**config.mk**
```make
export PLATFORM = sky130hd
export DESIGN_NAME = alu_pipe_n_flat
export DESIGN_NICKNAME = d
export VERILOG_FILES = /design/src/rtl/alu_pipe_n_if.sv /design/src/rtl/alu_pipe_n.sv /design/src/flat_wrapper.sv
export SDC_FILE = /design/constraint.sdc
export NUM_CORES = 1
export LEC_CHECK = 0
export CAP_MARGIN = 0
export CORE_MARGIN = 3
export CORE_UTILIZATION = 30
export CTS_CLUSTER_DIAMETER = 120
export DETAILED_ROUTE_END_ITERATION = 10
export PLACE_DENSITY = 0.5
export SETUP_SLACK_MARGIN = 0.02
export SLEW_MARGIN = 25
export SYNTH_ARGS = -nofsm -noshare
export SYNTH_HDL_FRONTEND = slang
export SYNTH_SLANG_ARGS = --single-unit
```
**constraint.sdc**
```tcl
create_clock -name clk -period 3.3 [get_ports clk]
set_clock_uncertainty 0.2 [all_clocks]
set_input_delay 0.99 -clock clk [delete_from_list [all_inputs] [get_ports clk]]
set_output_delay 0.99 -clock clk [all_outputs]
set_load 0.02 [all_outputs]
```
**src/rtl/alu_pipe_n_if.sv**
```systemverilog
`default_nettype none
// ============================================================================
// alu_pipe_n_if : operand-in / result-out streaming bus for alu_pipe_n
// Revision      : 1.0
// ============================================================================
interface alu_pipe_n_if #(
    parameter int WIDTH = 4
);
    logic             in_valid;
    logic             in_ready;
    logic [2:0]       opcode;
    logic [WIDTH-1:0] A;
    logic [WIDTH-1:0] B;
    logic             out_valid;
    logic             out_ready;
    logic [WIDTH:0]   C;
    logic             zero;
    logic             neg;
    logic             ovf;

    // Producer/consumer side of the ALU
    modport master (
        output in_valid, opcode, A, B, out_ready,
        input  in_ready, out_valid, C, zero, neg, ovf
    );

    // ALU side
    modport slave (
        input  in_valid, opcode, A, B, out_ready,
        output in_ready, out_valid, C, zero, neg, ovf
    );
endinterface
`default_nettype wire

```
**src/rtl/alu_pipe_n.sv**
```systemverilog
`default_nettype none
// ============================================================================
// alu_pipe_n : two-stage pipelined signed ALU with accumulator, flags and
//              valid/ready handshakes. Optional saturation: ALU_PIPE_SAT_EN.
// Revision   : 1.0
// ============================================================================
module alu_pipe_n #(
    parameter int WIDTH = 4
) (
    input  logic        clk,
    input  logic        reset,
    alu_pipe_n_if.slave bus
);

    localparam logic [2:0] c_op_add = 3'b000;
    localparam logic [2:0] c_op_sub = 3'b001;
    localparam logic [2:0] c_op_not = 3'b010;
    localparam logic [2:0] c_op_orr = 3'b011;
    localparam logic [2:0] c_op_and = 3'b100;
    localparam logic [2:0] c_op_xor = 3'b101;
    localparam logic [2:0] c_op_acc = 3'b110;
    localparam logic [2:0] c_op_clr = 3'b111;

    localparam logic [WIDTH:0] c_sat_max = {2'b00, {(WIDTH-1){1'b1}}};
    localparam logic [WIDTH:0] c_sat_min = {2'b11, {(WIDTH-1){1'b0}}};

    logic             r_s1_valid;
    logic [2:0]       r_s1_op;
    logic [WIDTH-1:0] r_s1_a;
    logic [WIDTH-1:0] r_s1_b;
    logic             r_s2_valid;
    logic [WIDTH:0]   r_c;
    logic             r_zero;
    logic             r_neg;
    logic             r_ovf;
    logic [WIDTH:0]   r_acc;

    logic             w_s2_advance;
    logic             w_in_ready;
    logic             w_in_fire;
    logic [WIDTH:0]   w_a_ext;
    logic [WIDTH:0]   w_b_ext;
    logic [WIDTH+1:0] w_fit_add;
    logic [WIDTH+1:0] w_fit_sub;
    logic [WIDTH:0]   w_acc_sum;
    logic [WIDTH:0]   w_result;
    logic             w_ovf;
    logic [WIDTH:0]   w_acc_next;
`ifdef ALU_PIPE_SAT_EN
    logic [WIDTH+1:0] w_fit_acc;
`endif

    // Returns {overflow, value}: overflow means v does not fit in WIDTH signed
    // bits; under saturation the value is clamped to the WIDTH-bit range.
    function automatic logic [WIDTH+1:0] fit(input logic [WIDTH:0] v);
        logic narrow_ovf;
        narrow_ovf = v[WIDTH] ^ v[WIDTH-1];
`ifdef ALU_PIPE_SAT_EN
        if (narrow_ovf) begin
            return {1'b1, (v[WIDTH] ? c_sat_min : c_sat_max)};
        end
`endif
        return {narrow_ovf, v};
    endfunction

    assign w_s2_advance = !r_s2_valid || bus.out_ready;
    assign w_in_ready   = !r_s1_valid || w_s2_advance;
    assign w_in_fire    = bus.in_valid && w_in_ready;

    always_comb begin
        w_a_ext    = {r_s1_a[WIDTH-1], r_s1_a};
        w_b_ext    = {r_s1_b[WIDTH-1], r_s1_b};
        w_fit_add  = fit(w_a_ext + w_b_ext);
        w_fit_sub  = fit(w_a_ext - w_b_ext);
        w_acc_sum  = r_acc + w_a_ext;
`ifdef ALU_PIPE_SAT_EN
        w_fit_acc  = fit(w_acc_sum);
`endif
        w_result   = '0;
        w_ovf      = 1'b0;
        w_acc_next = r_acc;
        case (r_s1_op)
            c_op_add: begin
                w_result = w_fit_add[WIDTH:0];
                w_ovf    = w_fit_add[WIDTH+1];
            end
            c_op_sub: begin
                w_result = w_fit_sub[WIDTH:0];
                w_ovf    = w_fit_sub[WIDTH+1];
            end
            c_op_not: w_result = ~w_a_ext;
            c_op_orr: w_result = {{WIDTH{1'b0}}, |r_s1_b};
            c_op_and: w_result = w_a_ext & w_b_ext;
            c_op_xor: w_result = w_a_ext ^ w_b_ext;
            c_op_acc: begin
`ifdef ALU_PIPE_SAT_EN
                w_result = w_fit_acc[WIDTH:0];
                w_ovf    = w_fit_acc[WIDTH+1];
`else
                // Wrap detection on the full WIDTH+1-bit add
                w_result = w_acc_sum;
                w_ovf    = (r_acc[WIDTH] == w_a_ext[WIDTH]) &&
                           (w_acc_sum[WIDTH] != r_acc[WIDTH]);
`endif
                w_acc_next = w_result;
            end
            c_op_clr: w_acc_next = '0;
            default:  w_result   = '0;
        endcase
    end

    always_ff @(posedge clk or negedge reset) begin
        if (!reset) begin
            r_s1_valid <= 1'b0;
            r_s1_op    <= '0;
            r_s1_a     <= '0;
            r_s1_b     <= '0;
            r_s2_valid <= 1'b0;
            r_c        <= '0;
            r_zero     <= 1'b0;
            r_neg      <= 1'b0;
            r_ovf      <= 1'b0;
            r_acc      <= '0;
        end else begin
            if (w_in_fire) begin
                r_s1_valid <= 1'b1;
                r_s1_op    <= bus.opcode;
                r_s1_a     <= bus.A;
                r_s1_b     <= bus.B;
            end else if (w_s2_advance) begin
                r_s1_valid <= 1'b0;
            end

            // Accumulator commits only on the stage-1 to stage-2 move
            if (w_s2_advance) begin
                r_s2_valid <= r_s1_valid;
                if (r_s1_valid) begin
                    r_c    <= w_result;
                    r_zero <= (w_result == '0);
                    r_neg  <= w_result[WIDTH];
                    r_ovf  <= w_ovf;
                    r_acc  <= w_acc_next;
                end
            end
        end
    end

    assign bus.in_ready  = w_in_ready;
    assign bus.out_valid = r_s2_valid;
    assign bus.C         = r_c;
    assign bus.zero      = r_zero;
    assign bus.neg       = r_neg;
    assign bus.ovf       = r_ovf;

endmodule
`default_nettype wire
```
**src/flat_wrapper.sv**
```systemverilog
// flat-port wrapper written by rule: the top's interface ports become plain ports
module alu_pipe_n_flat 
#(
    parameter int WIDTH = 4
)
  (clk, reset, bus_in_valid, bus_opcode, bus_A, bus_B, bus_out_ready, bus_in_ready, bus_out_valid, bus_C, bus_zero, bus_neg, bus_ovf);
  alu_pipe_n_if #(.WIDTH(WIDTH)) bus_i ();
  input  logic clk;
  input  logic reset;
  input wire logic [$bits(bus_i.in_valid)-1:0] bus_in_valid;
  input wire logic [$bits(bus_i.opcode)-1:0] bus_opcode;
  input wire logic [$bits(bus_i.A)-1:0] bus_A;
  input wire logic [$bits(bus_i.B)-1:0] bus_B;
  input wire logic [$bits(bus_i.out_ready)-1:0] bus_out_ready;
  output wire logic [$bits(bus_i.in_ready)-1:0] bus_in_ready;
  output wire logic [$bits(bus_i.out_valid)-1:0] bus_out_valid;
  output wire logic [$bits(bus_i.C)-1:0] bus_C;
  output wire logic [$bits(bus_i.zero)-1:0] bus_zero;
  output wire logic [$bits(bus_i.neg)-1:0] bus_neg;
  output wire logic [$bits(bus_i.ovf)-1:0] bus_ovf;
  assign bus_i.in_valid = bus_in_valid;
  assign bus_i.opcode = bus_opcode;
  assign bus_i.A = bus_A;
  assign bus_i.B = bus_B;
  assign bus_i.out_ready = bus_out_ready;
  assign bus_in_ready = bus_i.in_ready;
  assign bus_out_valid = bus_i.out_valid;
  assign bus_C = bus_i.C;
  assign bus_zero = bus_i.zero;
  assign bus_neg = bus_i.neg;
  assign bus_ovf = bus_i.ovf;
  alu_pipe_n #(.WIDTH(WIDTH)) u_core (.clk(clk), .reset(reset), .bus(bus_i));
endmodule
```
## Yosys cells after proc, flatten, opt, wreduce, memory -nomap -nowiden

Index checks and enable logic that the tools add are counted.

- Bitwise logic cells: 5
- Multiplexer cells: 5
- Equal/unequal tests: 9
- Add/sub/neg operators: 3
- Reductions and logical operators: 13

Operator list:

| operator | number |
|---|---|
| $pmux W5 S7 | 1 |
| $eq A3 B3 Y1 const B | 4 |
| $pmux W5 S2 | 1 |
| $eq A3 B2 Y1 const B | 2 |
| $add A4 B4 Y5 | 1 |
| $add A5 B5 Y5 | 1 |
| $and A5 B5 Y5 | 1 |
| $logic_not A5 Y1 | 1 |
| $not A5 Y5 | 1 |
| $sub A4 B4 Y5 | 1 |
| $xor A5 B5 Y5 | 1 |
| $reduce_bool A2 Y1 | 2 |
| $reduce_or A4 Y1 | 1 |
| $eq A3 B1 Y1 const B | 1 |
| $logic_not A3 Y1 | 1 |
| $pmux W1 S3 | 1 |
| $reduce_and A3 Y1 | 1 |
| $logic_and A1 B1 Y1 | 2 |
| $logic_not A1 Y1 | 2 |
| $logic_or A1 B1 Y1 | 2 |
| $mux W1 | 2 |
| $reduce_and A2 Y1 | 1 |
| $xor A1 B1 Y1 | 2 |
| $eq A1 B1 Y1 | 1 |
| $ne A1 B1 Y1 | 1 |

- Word-level logic and storage cells: 45
- Output and inout port bits: 10
- Bits of input ports: 15
- Register bits: 26

## Logic depth before layout (Yosys ltp)

- Depth after elaboration: 5
- Gate-level depth with buffers: 10
- Mapped depth without buffers: 10

## Worst setup path after synthesis

No wires, ideal clock.

- Path type: input to output
- From: input bus_out_ready
- To: output bus_in_ready
- Cell stages on the path: 1
- Required time: 2.110 ns
- Data arrival time: 1.273 ns
- Buffers on the path: 0
- Slack: 0.837 ns
- Path through: nand3b_1

- Word-level cells in the longest chain between the ends: 2

Ends and longest elaborated chain:

| element | RTL line | text |
|---|---|---|
| start, declared | flat_wrapper.sv:14 | `input wire logic [$bits(bus_i.out_ready)-1:0] bus_out_ready;` |
| $logic_or A1 B1 Y1 | alu_pipe_n.sv:66 | `assign w_s2_advance = !r_s2_valid \|\| bus.out_ready;` |
| $logic_or A1 B1 Y1 | alu_pipe_n.sv:67 | `assign w_in_ready = !r_s1_valid \|\| w_s2_advance;` |
| end, declared | flat_wrapper.sv:15 | `output wire logic [$bits(bus_i.in_ready)-1:0] bus_in_ready;` |

Every way passes these cells.

## Worst setup path after layout

Ends and elaborated chain as after synthesis.

==> metrics.yaml <==
worst_setup_path:
  r2r-end: "u_core.bus.zero"
  r2r_cells: 10
  launching_element_type_of_the_critical_path: "input pin"
  crit_path_max_fanout: 2
  cp_data_required_time_ns: 2.11
  critPathArrivalTime_ns: 1.91
  worstSetupPathType: "in2out"
  reg2reg_setup_slack_ns: 0.73
  endpoint_kind: "primary output"
  regToRegStartpoint: "u_core.r_s1_a[0]"
synth:
  yosysUniqueCellTypes: 56
  post_synth_inst_count: 177
  synth_top_flop_cell: "sky130_fd_sc_hd__dfrtp_1"
  syn_area_per_cell_sq_um: 10.0
  postSynth.asyncResetShare_pct: 100
  ys_seq_area_share_pct: 35.3
  syn_nets: 207
  ys_warn_count: 0
  synth.ff_latch_count: 25
  mappedNetlistArea_sq_mm: 0.00177
  synth-edff-count: 0
hold_path:
  min_delay_path_depth: 2
  startpoint_of_the_tightest_hold_check_path: "u_core.bus.C[2]"
  hold_path.class: "reg2reg"
  whs_endpoint: "u_core.bus.C[2]"
placement:
  port_buffers: 24
  dp.final_hpwl_microns: 2950
  dp_worst_setup_slack_ns: -0.0701
  gp_routability_congestion: 0.775
floorplan:
  floorplan.die.height_microns: 82.8
  number_of_placed_i_o_pins: 25
  die_x_microns: 82.8
  area_of_the_placeable_core_sq_mm: 0.00561
  floorplan.initialDensity_pct: 31.6
  row_count: 27
  die-area_sq_mm: 0.00686
final_layout:
  antenna-diode-count: 0
  final_common_cell: "sky130_fd_sc_hd__dfrtp_1"
  mostFrequentLayoutCells: "sky130_fd_sc_hd__dfrtp_1 (25), sky130_fd_sc_hd__clkdlybuf4s50_1 (23), sky130_fd_sc_hd__nand2_1 (19), sky130_fd_sc_hd__ha_1 (12)"
  nNetsFinal: 229
  layout-drive-gt1-share_pct: 13.6
  layout_stage_area_growth_over_the_synthesis_result_pct: 18.8
  num-fill-cells: 595
routing:
  drt_iter0_drc: 76
  avgRoutedWirePerCell_microns: 13.9
  final_ant_viol_nets: 0
  drc: 0
  via_count: 1338
  vias_per_cell: 4.96
  drt-pass1-iter-count: 4
  postRouteWirelength_microns: 3750
timing:
  rsz0062_at_grt: "false"
  setup_violations: 0
  max_clock_freq_ghz: 0.323
  final.setup.worst_slack_ns: 0.204
  worst-slew-pin-transition_ns: 0.514
  fin_crit_ns: 3.10
  timing.final.crit_share_pct: 93.8
  timing_max_transition_violations_final: 0
  max-slew-margin-rel_pct: 65.7
  hold_viol_final: 0
run_status:
  run_status: "completed"
pwr:
  power-per-cell-area_mw_per_mm2: 632
  power_mw: 1.33
  power_leakage_nw: 0.908
  comb_power_share_pct: 50.2
  power.switching_fraction_pct: 40.1
  seq_power_share_pct: 36.0
  power_switching_mw: 0.533
  irDropWorstVdd_v: 0.000300
  cell_internal_pwr_mw: 0.796
  clock_power_share_pct: 13.8
cts:
  numCtsBuffers: 3
  cts.sink_count: 25
  cts_tree: "built"
  cts-htree-levels: 1
  clock_tree.buffer_depth: 2
  cts.reportedPaths.clkPinSlew_ns: 0.09
  cts_root_buffer: "sky130_fd_sc_hd__clkbuf_8"
  worstSkewPairLatency_ns: 0.27
global_routing:
  global_route_wire_length_before_repair_microns: 6750
  gr-usage-all-layers_pct: 11.8
  pin_count_of_the_biggest_net_entering_global_routing: 26
  grt_pass1_vias: 1345
  gr-total-overflow: 0
  initial_antenna_violation_count: 0
run:
  cap_viol_max_count: 0
## cell type report
| class | instances | area, sq um | share of cell area [%] |
|---|---|---|---|
| multi-input cells | 130 | 1040 | 49.3 |
| flip-flops and latches | 25 | 626 | 29.7 |
| repair buffers | 26 | 254 | 12.1 |
| well taps | 72 | 90.1 | 4.28 |
| inverters | 13 | 51.3 | 2.44 |
| clock buffers | 3 | 41.3 | 1.96 |
| clock inverters | 1 | 5.00 | 0.238 |
## stage by stage
stage | hold slack, ns | util, % | std cells | setup TNS, ns | area (sq um)
after floorplan | 0.255 | - | 177 | 0 | 1770
after global placement | 0.273 | 36.7 | 266 | -0.0696 | 2060
after detailed placement | 0.276 | 36.7 | 266 | -0.0701 | 2060
after CTS | 0.298 | 37.5 | 270 | 0 | 2100
after global routing | 0.322 | 37.5 | 270 | 0 | 2100
final | 0.285 | 37.5 | 270 | 0 | 2100
## metal layers
layer | vias up | global-route usage (%) | share of wire (%)
met5 | - | 0 | 0
met4 | 0 | 3.27 | 1.3
met3 | 4 | 1.88 | 2.9
met2 | 24 | 17.3 | 43
met1 | 627 | 17.7 | 52
li1 | 683 | - | -
## logic make-up (layout without fill, tap and decap cells)
logic type,after synthesis,after routing,share of synthesized area [%]
AO/OA/AOI/OAI,50,50,20.1
AND/OR/NAND/NOR,47,47,14.3
flip-flops,25,25,35.3
buffers and inverters,22,43,6.15
adder cells (fa/ha/maj),15,15,11.9
multiplexers,13,13,8.83
XOR/XNOR,5,5,3.32
## worst max-delay path: stages
cell and delay, ns:
sky130_fd_sc_hd__clkdlybuf4s50_1 0.46, sky130_fd_sc_hd__nand3b_1 0.12, sky130_fd_sc_hd__dlygate4sd2_1 0.33
## worst max path at each step
stage	from	end	cells after the start
final	bus_out_ready	bus_in_ready	3
after global routing	bus_out_ready	bus_in_ready	3
after CTS	bus_out_ready	bus_in_ready	3
after detailed placement	bus_out_ready	bus_in_ready	3
after global placement	bus_out_ready	bus_in_ready	3
after floorplan	bus_out_ready	bus_in_ready	1
## synthesized netlist by cell type, types with 2 or more instances
| master | count | share of area [%] |
|---|---|---|
| sky130_fd_sc_hd__mux2_2 | 11 | 7.0 |
| sky130_fd_sc_hd__nand3b_1 | 2 | 0.85 |
| sky130_fd_sc_hd__or3b_1 | 2 | 0.99 |
| sky130_fd_sc_hd__o31ai_1 | 2 | 0.85 |
| sky130_fd_sc_hd__o21ai_1 | 2 | 0.57 |
| sky130_fd_sc_hd__nor2b_1 | 3 | 1.1 |
| sky130_fd_sc_hd__o21a_1 | 2 | 0.85 |
| sky130_fd_sc_hd__fa_1 | 3 | 3.4 |
| sky130_fd_sc_hd__nand2_1 | 19 | 4.0 |
| sky130_fd_sc_hd__inv_1 | 11 | 2.3 |
| sky130_fd_sc_hd__o21bai_1 | 2 | 0.85 |
| sky130_fd_sc_hd__nand2b_1 | 4 | 1.4 |
| sky130_fd_sc_hd__a31oi_1 | 2 | 0.71 |
| sky130_fd_sc_hd__a211oi_1 | 2 | 0.85 |
| sky130_fd_sc_hd__nor3_1 | 3 | 0.85 |
| sky130_fd_sc_hd__a21o_1 | 3 | 1.3 |
| sky130_fd_sc_hd__buf_4 | 3 | 1.3 |
| sky130_fd_sc_hd__a2111oi_0 | 2 | 0.99 |
| sky130_fd_sc_hd__ha_1 | 12 | 8.5 |
| sky130_fd_sc_hd__o211ai_1 | 3 | 1.3 |
| sky130_fd_sc_hd__a21oi_1 | 7 | 2.0 |
| sky130_fd_sc_hd__xor2_1 | 3 | 1.5 |
| sky130_fd_sc_hd__nor2_1 | 5 | 1.1 |
| sky130_fd_sc_hd__buf_2 | 4 | 1.1 |
| sky130_fd_sc_hd__dfrtp_1 | 25 | 35 |
| sky130_fd_sc_hd__o21ai_0 | 10 | 2.8 |
## sequential cells by signal, indices dropped and copies added (netlist names)
signal and cells:
u_core.r_s1_b 4, u_core.bus.C 4, u_core.r_s1_a 4, u_core.bus.out_valid 1, u_core.bus.neg 1, u_core.r_s1_op 3, u_core.bus.zero 1, u_core.r_acc 5
u_core.bus.ovf 1, u_core.r_s1_valid 1
## power by group through the flow
stage               combinational (mW)  clock [mW]  sequential, mW
floorplan                        0.460           0           0.493
global placement                 0.669           0           0.484
detailed placement               0.672           0           0.485
CTS                              0.676       0.192           0.480
global route                     0.752       0.210           0.495
finish                           0.667       0.184           0.478
## what timing repair did
action,4_1_cts,5_1_grt
setup buffers,0,0
setup endpoints to repair,1,0
gates resized for setup,1,0
hold buffers,0,0
Note: power is estimated with default switching activity, not from simulation.
